### src/rtl/game_pkg.sv
// Shared game definitions: phase encoding, row-decode helper and default geometry.
package game_pkg;

    typedef enum logic [1:0] {
        IDLE = 2'd0,
        PLAY = 2'd1,
        DONE = 2'd2
    } game_phase_t;

    localparam int ROWS_DEF     = 8;
    localparam int SCAN_DIV_DEF = 25000;
    localparam int HOLD_CYC_DEF = 1000;

    // Widest row count the decode helper supports; callers slice the low ROWS bits.
    localparam int MAX_ROWS = 32;

    // Active-low one-cold decode: row 0 drives the MSB of a rows-wide field low.
    function automatic logic [MAX_ROWS-1:0] onehot_low(input int idx, input int rows);
        onehot_low = ~(MAX_ROWS'(1) << (rows - 1 - idx));
    endfunction

endpackage

### src/rtl/row_scanner.sv
// Dot-matrix row scanner: clock divider, row index and registered one-cold row select.
module row_scanner
    import game_pkg::*;
#(
    parameter int ROWS     = ROWS_DEF,
    parameter int SCAN_DIV = SCAN_DIV_DEF
) (
    input  logic                     clk,
    input  logic                     reset,
    input  logic                     en,
    output logic [ROWS-1:0]          dot_row,
    output logic [$clog2(ROWS)-1:0]  row_idx
);

    localparam int ROW_W = $clog2(ROWS);
    localparam int DIV_W = $clog2(SCAN_DIV);
    localparam logic [ROW_W-1:0] LAST_ROW = ROW_W'(ROWS - 1);
    localparam logic [DIV_W-1:0] LAST_DIV = DIV_W'(SCAN_DIV - 1);

    logic [DIV_W-1:0]    div_cnt;
    logic                tick;
    logic [MAX_ROWS-1:0] row_dec;

    assign tick = (div_cnt == LAST_DIV);

    // Decode the row currently held in row_idx; registered below so dot_row trails by one cycle.
    always_comb begin
        row_dec = onehot_low(int'(row_idx), ROWS);
    end

    // Divider and row stepping run only while enabled; otherwise park at row 0 with all rows off.
    always_ff @(posedge clk) begin
        if (reset || !en) begin
            div_cnt <= '0;
            row_idx <= '0;
            dot_row <= '1;
        end else begin
            div_cnt <= tick ? '0 : div_cnt + DIV_W'(1);
            if (tick) begin
                row_idx <= (row_idx == LAST_ROW) ? '0 : row_idx + ROW_W'(1);
            end
            dot_row <= row_dec[ROWS-1:0];
        end
    end

endmodule

### src/rtl/match_scan_engine.sv
// Game-phase FSM, row scan and boss/player hold-to-score matcher with combo tracking.
module match_scan_engine
    import game_pkg::*;
#(
    parameter int ROWS     = ROWS_DEF,
    parameter int SCAN_DIV = SCAN_DIV_DEF,
    parameter int HOLD_CYC = HOLD_CYC_DEF,
    parameter int STATE_W  = 2,
    parameter int COMBO_W  = 7
) (
    input  logic                     clk,
    input  logic                     reset,
    input  logic                     start,
    input  logic                     finish,
    input  logic [STATE_W-1:0]       boss_state,
    input  logic [STATE_W-1:0]       player_state,
    output logic [ROWS-1:0]          dot_row,
    output logic [$clog2(ROWS)-1:0]  row_idx,
    output logic                     active,
    output logic                     add_pulse,
    output logic                     miss_pulse,
    output logic [COMBO_W-1:0]       combo
);

    localparam int HOLD_W = $clog2(HOLD_CYC);
    localparam logic [HOLD_W-1:0] HOLD_LAST = HOLD_W'(HOLD_CYC - 1);

    game_phase_t        state, next_state;
    logic [HOLD_W-1:0]  hold_cnt;
    logic               scored;
    logic [STATE_W-1:0] prev_boss;
    logic               entering;
    logic               correct;
    logic               change;
    logic               hold_done;

    // Combo count sticks at its maximum instead of wrapping.
    function automatic logic [COMBO_W-1:0] sat_inc(input logic [COMBO_W-1:0] v);
        sat_inc = (&v) ? v : v + COMBO_W'(1);
    endfunction

    // Phase register.
    always_ff @(posedge clk) begin
        if (reset) begin
            state <= IDLE;
        end else begin
            state <= next_state;
        end
    end

    // Next phase; finish takes priority over start whenever both are seen.
    always_comb begin
        next_state = state;
        unique case (state)
            IDLE:    if (finish) next_state = DONE;
                     else if (start) next_state = PLAY;
            PLAY:    if (finish) next_state = DONE;
            DONE:    if (!finish && start) next_state = PLAY;
            default: next_state = IDLE;
        endcase
    end

    assign active    = (state == PLAY);
    assign entering  = (state != PLAY) && (next_state == PLAY);
    assign correct   = active && (boss_state == player_state);
    assign change    = active && (boss_state != prev_boss);
    assign hold_done = (hold_cnt == HOLD_LAST);

    // Hold-to-score, target-change and combo bookkeeping; a target change overrides a pending add.
    always_ff @(posedge clk) begin
        if (reset) begin
            hold_cnt   <= '0;
            scored     <= 1'b0;
            prev_boss  <= '0;
            add_pulse  <= 1'b0;
            miss_pulse <= 1'b0;
            combo      <= '0;
        end else begin
            prev_boss  <= boss_state;
            add_pulse  <= 1'b0;
            miss_pulse <= 1'b0;
            if (entering) begin
                combo    <= '0;
                hold_cnt <= '0;
                scored   <= 1'b0;
            end else if (!active) begin
                hold_cnt <= '0;
            end else if (change) begin
                if (!scored) begin
                    miss_pulse <= 1'b1;
                    combo      <= '0;
                end
                scored   <= 1'b0;
                hold_cnt <= '0;
            end else if (correct) begin
                if (hold_done) begin
                    add_pulse <= 1'b1;
                    hold_cnt  <= '0;
                    scored    <= 1'b1;
                    // Only the first score on a target extends the combo.
                    if (!scored) begin
                        combo <= sat_inc(combo);
                    end
                end else begin
                    hold_cnt <= hold_cnt + HOLD_W'(1);
                end
            end else begin
                hold_cnt <= '0;
            end
        end
    end

    row_scanner #(
        .ROWS     (ROWS),
        .SCAN_DIV (SCAN_DIV)
    ) u_row_scanner (
        .clk     (clk),
        .reset   (reset),
        .en      (active),
        .dot_row (dot_row),
        .row_idx (row_idx)
    );

endmodule

### config.mk
export PLATFORM = sky130hd
export DESIGN_NAME = match_scan_engine
export DESIGN_NICKNAME = d
export VERILOG_FILES = /design/src/rtl/game_pkg.sv /design/src/rtl/row_scanner.sv /design/src/rtl/match_scan_engine.sv
export SDC_FILE = /design/constraint.sdc
export NUM_CORES = 1
export LEC_CHECK = 0
export CORE_MARGIN = 2
export CORE_UTILIZATION = 55
export DETAILED_ROUTE_END_ITERATION = 7
export HOLD_SLACK_MARGIN = 0.03
export MAX_ROUTING_LAYER = met4
export PLACE_DENSITY = 0.8
export SYNTH_ARGS = -nofsm -noshare
export SYNTH_HDL_FRONTEND = slang
export SYNTH_SLANG_ARGS = --single-unit
### constraint.sdc
create_clock -name clk -period 4.65 [get_ports clk]
set_input_delay 0.93 -clock clk [delete_from_list [all_inputs] [get_ports clk]]
set_output_delay 0.93 -clock clk [all_outputs]
set_load 0.05 [all_outputs]
=== Word-level counts from Yosys, hierarchy flattened ===
Cells that the tools add are included.

* Flip-flop bits (word level): 50
* Input port bits: 8
* Output and inout bits: 21
* Logic and storage cells: 67

* $add $sub $neg: 5
* Eq/ne operators: 12
* Shift-type cells: 1
* Multiplexer cells: 17
* Bitwise gates (word level): 4
* Reductions and logical operators: 18

{| class="wikitable"
|+ Operators with widths
! cell !! number
|-
| 7-bit two-way mux || 6
|-
| 1-bit by 32-bit << shifter with 8-bit output (first input constant) || 1
|-
| 15-bit by 1-bit adder with 15-bit output (second input constant) || 1
|-
| 15-bit == test (second input constant) || 1
|-
| 10-bit by 1-bit adder with 10-bit output (second input constant) || 1
|-
| 10-bit == test (second input constant) || 1
|-
| 2-bit two-way mux || 4
|-
| 8-bit NOT || 1
|-
| 7-bit by 1-bit adder with 7-bit output (second input constant) || 1
|-
| 7-bit AND reduction || 1
|-
| 2-bit case mux with 3 select lines || 1
|-
| 6-bit AND reduction || 1
|-
| 6-bit OR reduction || 1
|-
| 1-bit two-way mux || 5
|-
| 5-bit OR reduction || 1
|-
| 2-bit by 1-bit == test with 1-bit output (second input constant) || 2
|-
| 1-bit logical AND || 4
|-
| 2-bit inequality test (second input constant) || 2
|-
| 2-bit nonzero test || 2
|-
| 2-bit OR reduction || 2
|-
| 4-bit OR reduction || 1
|-
| 3-bit by 3-bit subtractor with 4-bit output (first input constant) || 1
|-
| 3-bit by 1-bit adder with 3-bit output (second input constant) || 1
|-
| 3-bit == test (second input constant) || 1
|-
| other kinds (11) || 14
|}

=== Depth between registers and ports, before layout ===
Gate-level depths: netlist (run 1).

* Word-level depth: 7
* Gate-level depth with buffers: 7
* Mapped depth without buffers: 6

=== Cells and area by module ===
From an unflattened synthesis (run 1), not the netlist that was laid out.

* Cells, all modules: 239
* Area total of the unflattened synthesis: 2172.1 um^2

{| class="wikitable"
|+ Modules (own cells, without submodules)
! module !! instances !! cells each !! area each (um^2) !! sequential area each (um^2)
|-
| match_scan_engine || 1 || 125 || 1112.3 || 480.5
|-
| row_scanner || 1 || 114 || 1059.8 || 520.5
|}

=== Worst setup path after synthesis (run 1) ===
OpenSTA, ideal clock, no wires.

* Path kind: input-to-reg
* From: input port boss_state[0]
* To: register combo[5]
* Setup time: 74 ps
* Arrival time: 2139 ps
* Required time: 4576 ps
* Slack: 2437 ps
* Stages: 5
* Path buffers: 0
* Path through: xor2_1 nor3_4 nand3_2 or4_1 a31oi_1

* Longest elaborated chain between the ends: 4
* Elaborated cells between the ends (all ways): 11
* Classes of those cells: eq/ne (5); mux (1); reduce/logical (5)

{| class="wikitable"
|+ Ends and longest elaborated chain
! what !! line !! text
|-
| start, declared || match_scan_engine.sv:15 || <nowiki>input logic [STATE_W-1:0] boss_state,</nowiki>
|-
| 2-bit == test / 2-bit inequality test (equally long branches) || match_scan_engine.sv:65, match_scan_engine.sv:66 ||
|-
| 1-bit logical AND (on tied branches) || match_scan_engine.sv:65, match_scan_engine.sv:66 ||
|-
| 3-bit inequality test (no line) (tied with other cells) || -- ||
|-
| 6-bit AND reduction (no line) || -- ||
|-
| end signal, assigned || match_scan_engine.sv:102 || <nowiki>combo <= sat_inc(combo);</nowiki>
|-
| end, declared || match_scan_engine.sv:22 || <nowiki>output logic [COMBO_W-1:0] combo</nowiki>
|}

Parallel ways exist; a longest one is shown, timed or not.
A chain may end at the register's enable or synchronous reset.

=== Worst setup path in the final report (run 1) ===
* From: register state[1]
* To: output port active

* Longest elaborated chain between the ends: 1

{| class="wikitable"
|+ Ends and longest elaborated chain
! what !! line !! text
|-
| start, declared || match_scan_engine.sv:28 || <nowiki>game_phase_t state, next_state;</nowiki>
|-
| start signal, assigned || match_scan_engine.sv:47 || <nowiki>state <= next_state;</nowiki>
|-
| 2-bit by 1-bit == test with 1-bit output || match_scan_engine.sv:63 || <nowiki>assign active = (state == PLAY);</nowiki>
|-
| end, declared || match_scan_engine.sv:19 || <nowiki>output logic active,</nowiki>
|}

Every way passes these cells.

==> flow_metrics.env, run 1 <==
export IMPL_grt_pass1_vias=1523
export IMPL_r2r_cells=6
export IMPL_ys_seq_elements=50
export IMPL_busiest_layer="met2"
export IMPL_setup_viol=0
export IMPL_die_y_um=66.3
export IMPL_seq_area_frac_synth=0.469
export IMPL_fin_cells=318
export IMPL_hold_slack_ps=456
export IMPL_drive_gt1_frac=0.0630
export IMPL_vias=1681
export IMPL_synth_flop_cell="dfxtp_1"
export IMPL_grt_max_degree=16
export IMPL_fmax_mhz=358
export IMPL_ctsHoldBuffers=0
export IMPL_met2_usage=0.315
export IMPL_cts_buffer_depth=2
export IMPL_antenna_cells=0
export IMPL_antenna_found_initial=0
export IMPL_initial_core_util=0.579
export IMPL_r2r_slack_ps=2580
export IMPL_die_x_um=66.3
export IMPL_grt_usage=0.203
export IMPL_setup_tns_ps=0
export IMPL_period_share=0.600
export IMPL_yosysTopAreaCellShare=0.469
export IMPL_drc=0
export IMPL_netlist_top_cells_area="dfxtp_1 47%, nor2_1 6.2%, xor2_1 5.3%, ha_1 5.3%, xnor2_1 4.9%"
export IMPL_required_ps=3720
export IMPL_ys_types=41
export IMPL_hold_depth=1
export IMPL_cts_setup_buffers=0
export IMPL_path_max_fanout=5
export IMPL_drt_wl_total_um=4050
export IMPL_cts_root_buf="clkbuf_8"
export IMPL_cts_resized=0
export IMPL_maxCapViolCount=0
export IMPL_clk_pin_slew_ps=80
export IMPL_grtUsageMet3=0.0511
export IMPL_syn_to_final_growth_pct=20.0
export IMPL_port_buffers=28
export IMPL_fin_skew_ps=5.63
export IMPL_hold_path_class="reg2reg"
export IMPL_synth_nets=253
export IMPL_hp_start="u_row_scanner.div_cnt[0]$_SDFF_PP0_"
export IMPL_ioPinCount=29
export IMPL_synthTopCellsByCount="50 x dfxtp_1, 35 x nor2_1, 24 x nand2_1, 18 x nand3_1, 13 x xor2_1"
export IMPL_avgSynthCellArea_um2=9.04
export IMPL_crit_type="reg2out"
export IMPL_hold_end="u_row_scanner.div_cnt[0]$_SDFF_PP0_"
export IMPL_power_leakage_nw=0.879
export IMPL_fillers=323
export IMPL_drv_slew=0
export IMPL_final_nets=286
export IMPL_clock_latency_ps=300
export IMPL_synth_cells=236
export IMPL_synth_edf_count=0
export IMPL_synth_area_mm2=0.00213
export IMPL_ir_drop_mv=0.153
export IMPL_coreArea_mm2=0.00369
export IMPL_async_flop_share=0
export IMPL_dp_hpwl_um=2900
export IMPL_status="finished clean"
export IMPL_met1_usage=0.252
export IMPL_powerDensity_mw_per_mm2=283
export IMPL_tightest_slew_ps=538
export IMPL_cts_made_buffers=5
export IMPL_worstSetupStartpointType="flop"
export IMPL_slew_headroom=0.640
export IMPL_critPathCaptureType="output port"
export IMPL_viasPerCell=5.29
export IMPL_drtIter0Drc=126
export IMPL_cts_htree_levels=2
export IMPL_ys_warn_count=0
export IMPL_dr_pass1_iters=4
export IMPL_rows=22
export IMPL_fin_util=0.695
export IMPL_globalplace_congestion=0.858
export IMPL_synth_most_common_cell="dfxtp_1"
export IMPL_critPathArrivalTime_ps=1860
export IMPL_rsz0062_at_grt="no"
export IMPL_multi_input_area_mm2=0.00110
export IMPL_seq_area_mm2=0.00100
export IMPL_hold_violations=0
export IMPL_dp_cells=310
export IMPL_ant_nets=0
export IMPL_yosys_area_top_type="dfxtp_1"
export IMPL_rr_endpoint="combo[4]$_SDFFE_PP0P_"
export IMPL_cts_tree="built"
export IMPL_dieArea_mm2=0.00440
export IMPL_grt_pass1_wl_um=6630
export IMPL_overflow=0
export IMPL_timing_rr_start="hold_cnt[0]$_SDFF_PP0_"
export IMPL_cts_sinks=50
export IMPL_wl_per_cell_um=12.7
export IMPL_finalCriticalPeriod_ps=2790
==> flip-flops by register name, summed over array words and instances, names as in the netlist <==
signal and cells:
add_pulse 1, combo 7, hold_cnt 10, miss_pulse 1, prev_boss 2, scored 1, state 2, u_row_scanner.div_cnt 15
u_row_scanner.dot_row 8, u_row_scanner.row_idx 3
==> worst max path at each step <==
stage	cells past startpoint	slack, ps	startpoint	endpoint
after CTS	3	1850	state[1]$_SDFF_PP0_	active
after global placement	6	1850	boss_state[0]	combo[5]$_SDFFE_PP0P_
after global routing	3	1790	state[0]$_SDFF_PP0_	active
after detailed placement	6	1800	boss_state[0]	combo[5]$_SDFFE_PP0P_
after floorplan	5	2440	boss_state[0]	combo[5]$_SDFFE_PP0P_
final	3	1860	state[1]$_SDFF_PP0_	active
==> layout by cell type, fill, tap and decap left out, types with 2 or more instances in the layout <==
| master | synthesis | final |
|---|---|---|
| nand2_1 | 24 | 24 |
| nand2b_1 | 2 | 2 |
| xnor2_1 | 12 | 12 |
| clkdlybuf4s50_1 | 0 | 28 |
| or3b_1 | 2 | 2 |
| nor3_1 | 8 | 8 |
| xor2_1 | 13 | 13 |
| dfxtp_1 | 50 | 50 |
| nand3_1 | 18 | 18 |
| a21o_1 | 2 | 2 |
| a21oi_1 | 10 | 10 |
| or3_1 | 3 | 3 |
| a31oi_1 | 2 | 2 |
| clkbuf_8 | 0 | 6 |
| nor2b_1 | 3 | 3 |
| and3_1 | 7 | 7 |
| nor2_1 | 35 | 35 |
| inv_1 | 8 | 8 |
| ha_1 | 9 | 9 |
| nor4_1 | 2 | 2 |
| nand4_1 | 2 | 2 |
| o21ai_0 | 3 | 3 |
==> where the power goes <==
group          total, mW  switching, mW  internal, mW
Sequential         0.432        0.00181         0.430
Clock              0.260          0.140         0.120
Combinational     0.0321         0.0194        0.0126
==> routing by layer <==
metal | share of wire | vias up
met5 | 0 | -
met2 | 0.46 | 45
met4 | 0.023 | 0
li1 | - | 871
met3 | 0.046 | 8
met1 | 0.47 | 757
==> kinds of logic after synthesis <==
group / Yosys count / share of synthesized area
simple gates: 118 / 0.289
flops: 50 / 0.469
xor+xnor: 25 / 0.103
compound gates: 24 / 0.0692
buf+inv: 10 / 0.0176
fa+ha+maj: 9 / 0.0528
==> critical path, stage by stage, from the launching register on <==
cell and delay (ps):
dfxtp_1 330, nand2b_2 240, inv_1 160, clkdlybuf4s50_1 830
==> metrics by stage <==
stage / worst slack, ps / power, mW / area, µm²
after floorplan: 2440 / 0.461 / 2130
after CTS: 1850 / 0.727 / 2560
after global placement: 1850 / 0.474 / 2470
after detailed placement: 1800 / 0.474 / 2470
final: 1860 / 0.724 / 2560
after global routing: 1790 / 0.747 / 2560
==> layout make-up <==
cell class,count,area share
clock buffers,6,0.0322
flip-flops and latches,50,0.391
repair buffers,28,0.109
well taps,48,0.0234
inverters,8,0.0117
multi-input cells,176,0.428
clock inverters,2,0.00488
(Power assumes the default switching activity.)
==> run 2, diff against run 1 <==
CORE_UTILIZATION = 48   (was 55)
PLACE_DENSITY = 0.74   (was 0.8)
clock period = 2.3 ns   (was 4.65 ns; I/O delays follow)
==> run 2 against run 1 <==
Effect of this change:
- global-route usage down 3.3 points
- critical path depth down 2
- sequential share of layout area down 0.47 points
- core utilization down 9.5 points
- flip-flop and latch count unchanged
- clock power up 83%
- first-iteration DRC count down 35%
- non-clock buffer count up 6
- via count up 0.59%
- register-to-register slack worse by 2300 ps
- combinational power up 120%
- die area up 14%
==> flow_metrics.env, run 2 (synthesized netlist as in run 1, its figures left out) <==
export IMPL_initial_core_util=0.494
export IMPL_dp_hpwl_um=2860
export IMPL_viasPerCell=5.17
export IMPL_ctsHoldBuffers=0
export IMPL_dieArea_mm2=0.00500
export IMPL_syn_to_final_growth_pct=21.5
export IMPL_hp_start="u_row_scanner.div_cnt[0]$_SDFF_PP0_"
export IMPL_wl_per_cell_um=11.7
export IMPL_antenna_cells=0
export IMPL_power_leakage_nw=0.907
export IMPL_worstSetupStartpointType="flop"
export IMPL_cts_setup_buffers=0
export IMPL_cts_made_buffers=5
export IMPL_globalplace_congestion=0.840
export IMPL_final_nets=292
export IMPL_grt_usage=0.170
export IMPL_final_common_cell="dfxtp_1"
export IMPL_status="finished clean"
export IMPL_rows=24
export IMPL_period_share=0.897
export IMPL_ir_drop_mv=0.332
export IMPL_rsz0062_at_grt="no"
export IMPL_cpPeakStageDelay_ps=850
export IMPL_clock_latency_ps=300
export IMPL_setup_viol=0
export IMPL_ioPinCount=29
export IMPL_drc=0
export IMPL_powerDensity_mw_per_mm2=547
export IMPL_timing_rr_start="hold_cnt[0]$_SDFF_PP0_"
export IMPL_path_max_fanout=8
export IMPL_largestRegisters="u_row_scanner.div_cnt (15), hold_cnt (10), u_row_scanner.dot_row (8)"
export IMPL_cts_sinks=50
export IMPL_hold_violations=0
export IMPL_fin_area_mm2=0.00259
export IMPL_hold_path_class="reg2reg"
export IMPL_crit_type="reg2out"
export IMPL_finalCriticalPeriod_ps=2060
export IMPL_cts_resized=0
export IMPL_cts_root_buf="clkbuf_8"
export IMPL_multi_input_area_mm2=0.00110
export IMPL_fillers=397
export IMPL_die_x_um=70.7
export IMPL_maxCapViolCount=0
export IMPL_largest_reg_flops=15
export IMPL_critPathArrivalTime_ps=1600
export IMPL_critPathCaptureType="output port"
export IMPL_slew_headroom=0.660
export IMPL_drtIter0Drc=82
export IMPL_antenna_found_initial=0
export IMPL_critPathLaunch="u_row_scanner.row_idx[2]$_SDFFE_PP0P_"
export IMPL_grt_max_degree=15
export IMPL_port_buffers=28
export IMPL_drt_wl_total_um=3840
export IMPL_cts_htree_levels=2
export IMPL_required_ps=1840
export IMPL_placed_cell_area_mm2=0.00251
export IMPL_hold_slack_ps=443
export IMPL_seq_area_mm2=0.00100
export IMPL_coreArea_mm2=0.00432
export IMPL_vias=1691
export IMPL_slowest_stage="clkdlybuf4s50_1"
export IMPL_mostFrequentLayoutCells="50 x dfxtp_1, 35 x nor2_1, 27 x clkdlybuf4s50_1"
export IMPL_fin_skew_ps=7.85
export IMPL_cts_buffer_depth=2
export IMPL_fmax_mhz=485
export IMPL_path_delay_family="buffers and inverters"
export IMPL_grt_pass1_wl_um=6740
export IMPL_tightest_slew_ps=508
export IMPL_top_register="u_row_scanner.div_cnt"
export IMPL_overflow=0
export IMPL_ant_nets=0
export IMPL_crit_chain="clkdlybuf4s50_1"
export IMPL_drv_slew=0
export IMPL_drive_gt1_frac=0.0836
export IMPL_grt_pass1_vias=1550
export IMPL_cts_tree="built"
export IMPL_clk_pin_slew_ps=90
export IMPL_path_buf_inv=1
export IMPL_dr_pass1_iters=4
export IMPL_setup_tns_ps=0
export IMPL_die_y_um=70.7
export IMPL_fin_util=0.600
-- run 2: report_power, final --
group          internal, mW  total (mW)  switching [mW]
registers             0.870       0.874         0.00341
logic                0.0296      0.0696          0.0400
clock network         0.205       0.475           0.270
total                  1.10        1.42           0.313
-- run 2: path summary, 6_finish.rpt --
path | endpoint | slack [ps] | depth (start not counted)
worst max-delay path | row_idx[2] | 240 | 1
worst min-delay path | u_row_scanner.div_cnt[0]$_SDFF_PP0_ | 440 | 1
worst max register to register | combo[5]$_SDFFE_PP0P_ | 280 | 6
worst min register to register | u_row_scanner.div_cnt[0]$_SDFF_PP0_ | 440 | 1
-- run 2: final cells by class --
cell class / instances / share of cell area
clock inverter: 2 / 0.00386
timing repair buffer: 34 / 0.124
inverter: 8 / 0.0116
multi-input combinational: 176 / 0.423
clock buffer: 5 / 0.0265
sequential: 50 / 0.386
tap: 52 / 0.0251
-- run 2: per-layer routing --
layer  part of all wire  track usage  up-vias
met5                  0            -        -
met4              0.014       0.0566        0
met3              0.050       0.0442        7
met2               0.44        0.251       38
met1               0.50        0.227      762
li1                   -            -      884
-- run 2: worst register-to-register path: cells and delay by family (launching register included) --
family                     cells  cell delay (ps)
and+or+nand+nor                4             1150
DFF                            1              380
AOI/OAI and AO/OA              1              160
adders and majority gates      1              280
-- run 2: through the flow --
stage | std cells | worst slack, ps | total power [mW]
after floorplan | 236 | 322 | 0.931
after detailed placement | 320 | 28.9 | 0.964
final | 327 | 236 | 1.42
after global placement | 320 | 90.3 | 0.963
after CTS | 327 | 228 | 1.44
after global routing | 327 | 79.0 | 1.47
==> variant, RTL diff (settings of run 2) <==
Change the package constant `ROWS_DEF` from 8 to 32.
--- a/src/rtl/game_pkg.sv
+++ b/src/rtl/game_pkg.sv
@@ -8,5 +8,5 @@
     } game_phase_t;
 
-    localparam int ROWS_DEF     = 8;
+    localparam int ROWS_DEF     = 32;
     localparam int SCAN_DIV_DEF = 25000;
     localparam int HOLD_CYC_DEF = 1000;
Ports: changed (resized dot_row and row_idx); port bits go from 29 to 55. No check against the original RTL was run, so the function may have changed too.
==> variant against run 2 <==
  * Total power up 70%
  * Register-to-register slack about the same
  * Area after synthesis increased by 37%
  * Maximum frequency fell by 6.1%
  * Critical path type unchanged
  * Final area rose by 46%
  * Largest cell class is now registers
  * First-iteration DRC count increased by 43%
  * Sequential cell count rose by 26
  * Worst setup slack got worse by 0.13 ns
  * Via count grew 36%
  * Wire length is 47% higher
  * Clock skew is 0.0024 ns lower
  * Final cell count up 39%
==> variant: results (changes against run 2) <==
Outcome
The run finished with clean final reports.

Place
The routability congestion estimate was 0.7844 (-6.7%). The total instance count after detailed placement is 439 (+37%). The detailed-placement wirelength estimate is 4.099 mm (+43%).

Timing
The final worst clock skew came to 0.005411 ns (-0.002436 ns). The slew at the pin closest to its max-slew limit is 0.5961 ns (+0.08827 ns). The worst path setup slack after routing is 0.1023 ns (-0.1338 ns).

Setup path
In this run the critical register-to-register path is captured at combo[2]$_SDFFE_PP0P_. The largest stage delay on the critical path is 0.81 ns (-0.04 ns).

Layout
The number of cells in the finished layout apart from fillers was 455 (+39%). The number of nets in the final layout is 393 (+35%). The final-layout fill cell count came to 507 (+28%).

The largest registers in the layout are u_row_scanner.dot_row x32, u_row_scanner.div_cnt x15, hold_cnt x10. The share of cells above drive strength 1 is 0.08421 (+0.0005742).

Floorplan
The initial core utilization came to 0.4939 (about the same).

Synthesis
The post-synthesis sequential area ratio was 0.5203 (+0.05139). The number of nets produced by synthesis was 327 (+29%). The proportion of netlist area held by the largest area contributor was 0.5203 (+0.05139). The unique cell type count in the Yosys netlist is 43 (+4.9%).

The mean instance size in the synthesized netlist came to 9.463 sq um (+4.6%). By area the synthesized netlist is led by dfxtp_1 (52%), nor2_1 (5.3%), nand2_1 (5.0%). In the synthesized netlist, the cells that appear most often are dfxtp_1 (76), nor2_1 (41), nand2_1 (39), nand3_1 (19), xor2_1 (13).

GRT
The wire length of the first global-routing pass is 9.273 mm (+38%). The total track usage is 0.1864 (+0.01655). The via count of the first global-routing pass is 2,049 (+32%).

Route
The DRC violation total after the first TritonRoute iteration is 117 (+43%). The total length of routed wires is 5.652 mm (+47%).

CTS
The clock latency of the later-clocked register in the worst-skew pair came to 0.34 ns (+0.04 ns). The level count of the clock H-tree is 3 (+1). The total clock buffers created by CTS is 9 (+4).

Power
The leakage power is 1.418 nW (+56%).
## variant: cell count changes in the layout (fill, tap and decap cells not counted), moves of 6 or more
cell             before  now
nor2_1               35   41
dfxtp_1              50   76
nand2_1              24   39
clkbuf_8              5   11
clkdlybuf4s50_1      27   54
and2_1                0    6
## variant: worst max path at each step
stage | startpoint | to | cells past startpoint
finish | state[1]$_SDFF_PP0_ | active | 3
global route | state[1]$_SDFF_PP0_ | active | 3
CTS | state[1]$_SDFF_PP0_ | active | 3
detailed placement | boss_state[1] | combo[2]$_SDFFE_PP0P_ | 6
global placement | boss_state[1] | combo[1]$_SDFFE_PP0P_ | 6
floorplan | combo[0]$_SDFFE_PP0P_ | combo[3]$_SDFFE_PP0P_ | 6
## variant: layout make-up
cell class              count  area share
well taps                  75     0.02480
inverters                   7    0.006944
flip-flops and latches     76      0.4021
clock buffers              13     0.04200
repair buffers             61      0.1567
multi-input cells         220      0.3558
clock inverters             3     0.01157
## variant: power by group
part / switching, mW / internal, mW / leakage (nW) / total (mW)
Clock: 0.454 / 0.564 / 0.104 / 1.02
Sequential: 0.00471 / 1.32 / 0.614 / 1.33
Combinational: 0.0389 / 0.0318 / 0.700 / 0.0707
Total: 0.498 / 1.92 / 1.42 / 2.41
## variant: logic make-up after synthesis
kind of cell	count (synthesis)	share of synthesized area
muxes	1	0.003423
AOI/OAI and AO/OA	33	0.07360
xor gates and xnor gates	23	0.06889
buffers and inverters	13	0.01925
DFF	76	0.5203
and+or+nand+nor	153	0.2717
adders and majority gates	10	0.04279
## variant: worst register-to-register path, delay by kind of cell, from the launching register on
family | cells | cell delay, ns
compound gates | 2 | 0.60
simple gates | 3 | 0.60
fa+ha+maj | 1 | 0.25
flops | 1 | 0.44
## variant: layer usage
metal	routed length (um)	vias up	GRT usage
met5	0	-	-
met2	2629	51	0.2772
met3	219	8	0.04176
met1	2697	1053	0.2360
li1	-	1183	-
met4	106	0	0.1000
## variant: stage by stage
step | util | instance area [sq um] | hold WS [ns] | total power [mW]
detailed placement | 0.6048 | 3581 | 0.4315 | 1.427
global route | 0.6391 | 3784 | 0.4689 | 2.508
floorplan | - | 2924 | 0.4056 | 1.396
finish | 0.6391 | 3784 | 0.4438 | 2.415
CTS | 0.6391 | 3784 | 0.4488 | 2.441
global placement | 0.6048 | 3581 | 0.4241 | 1.425
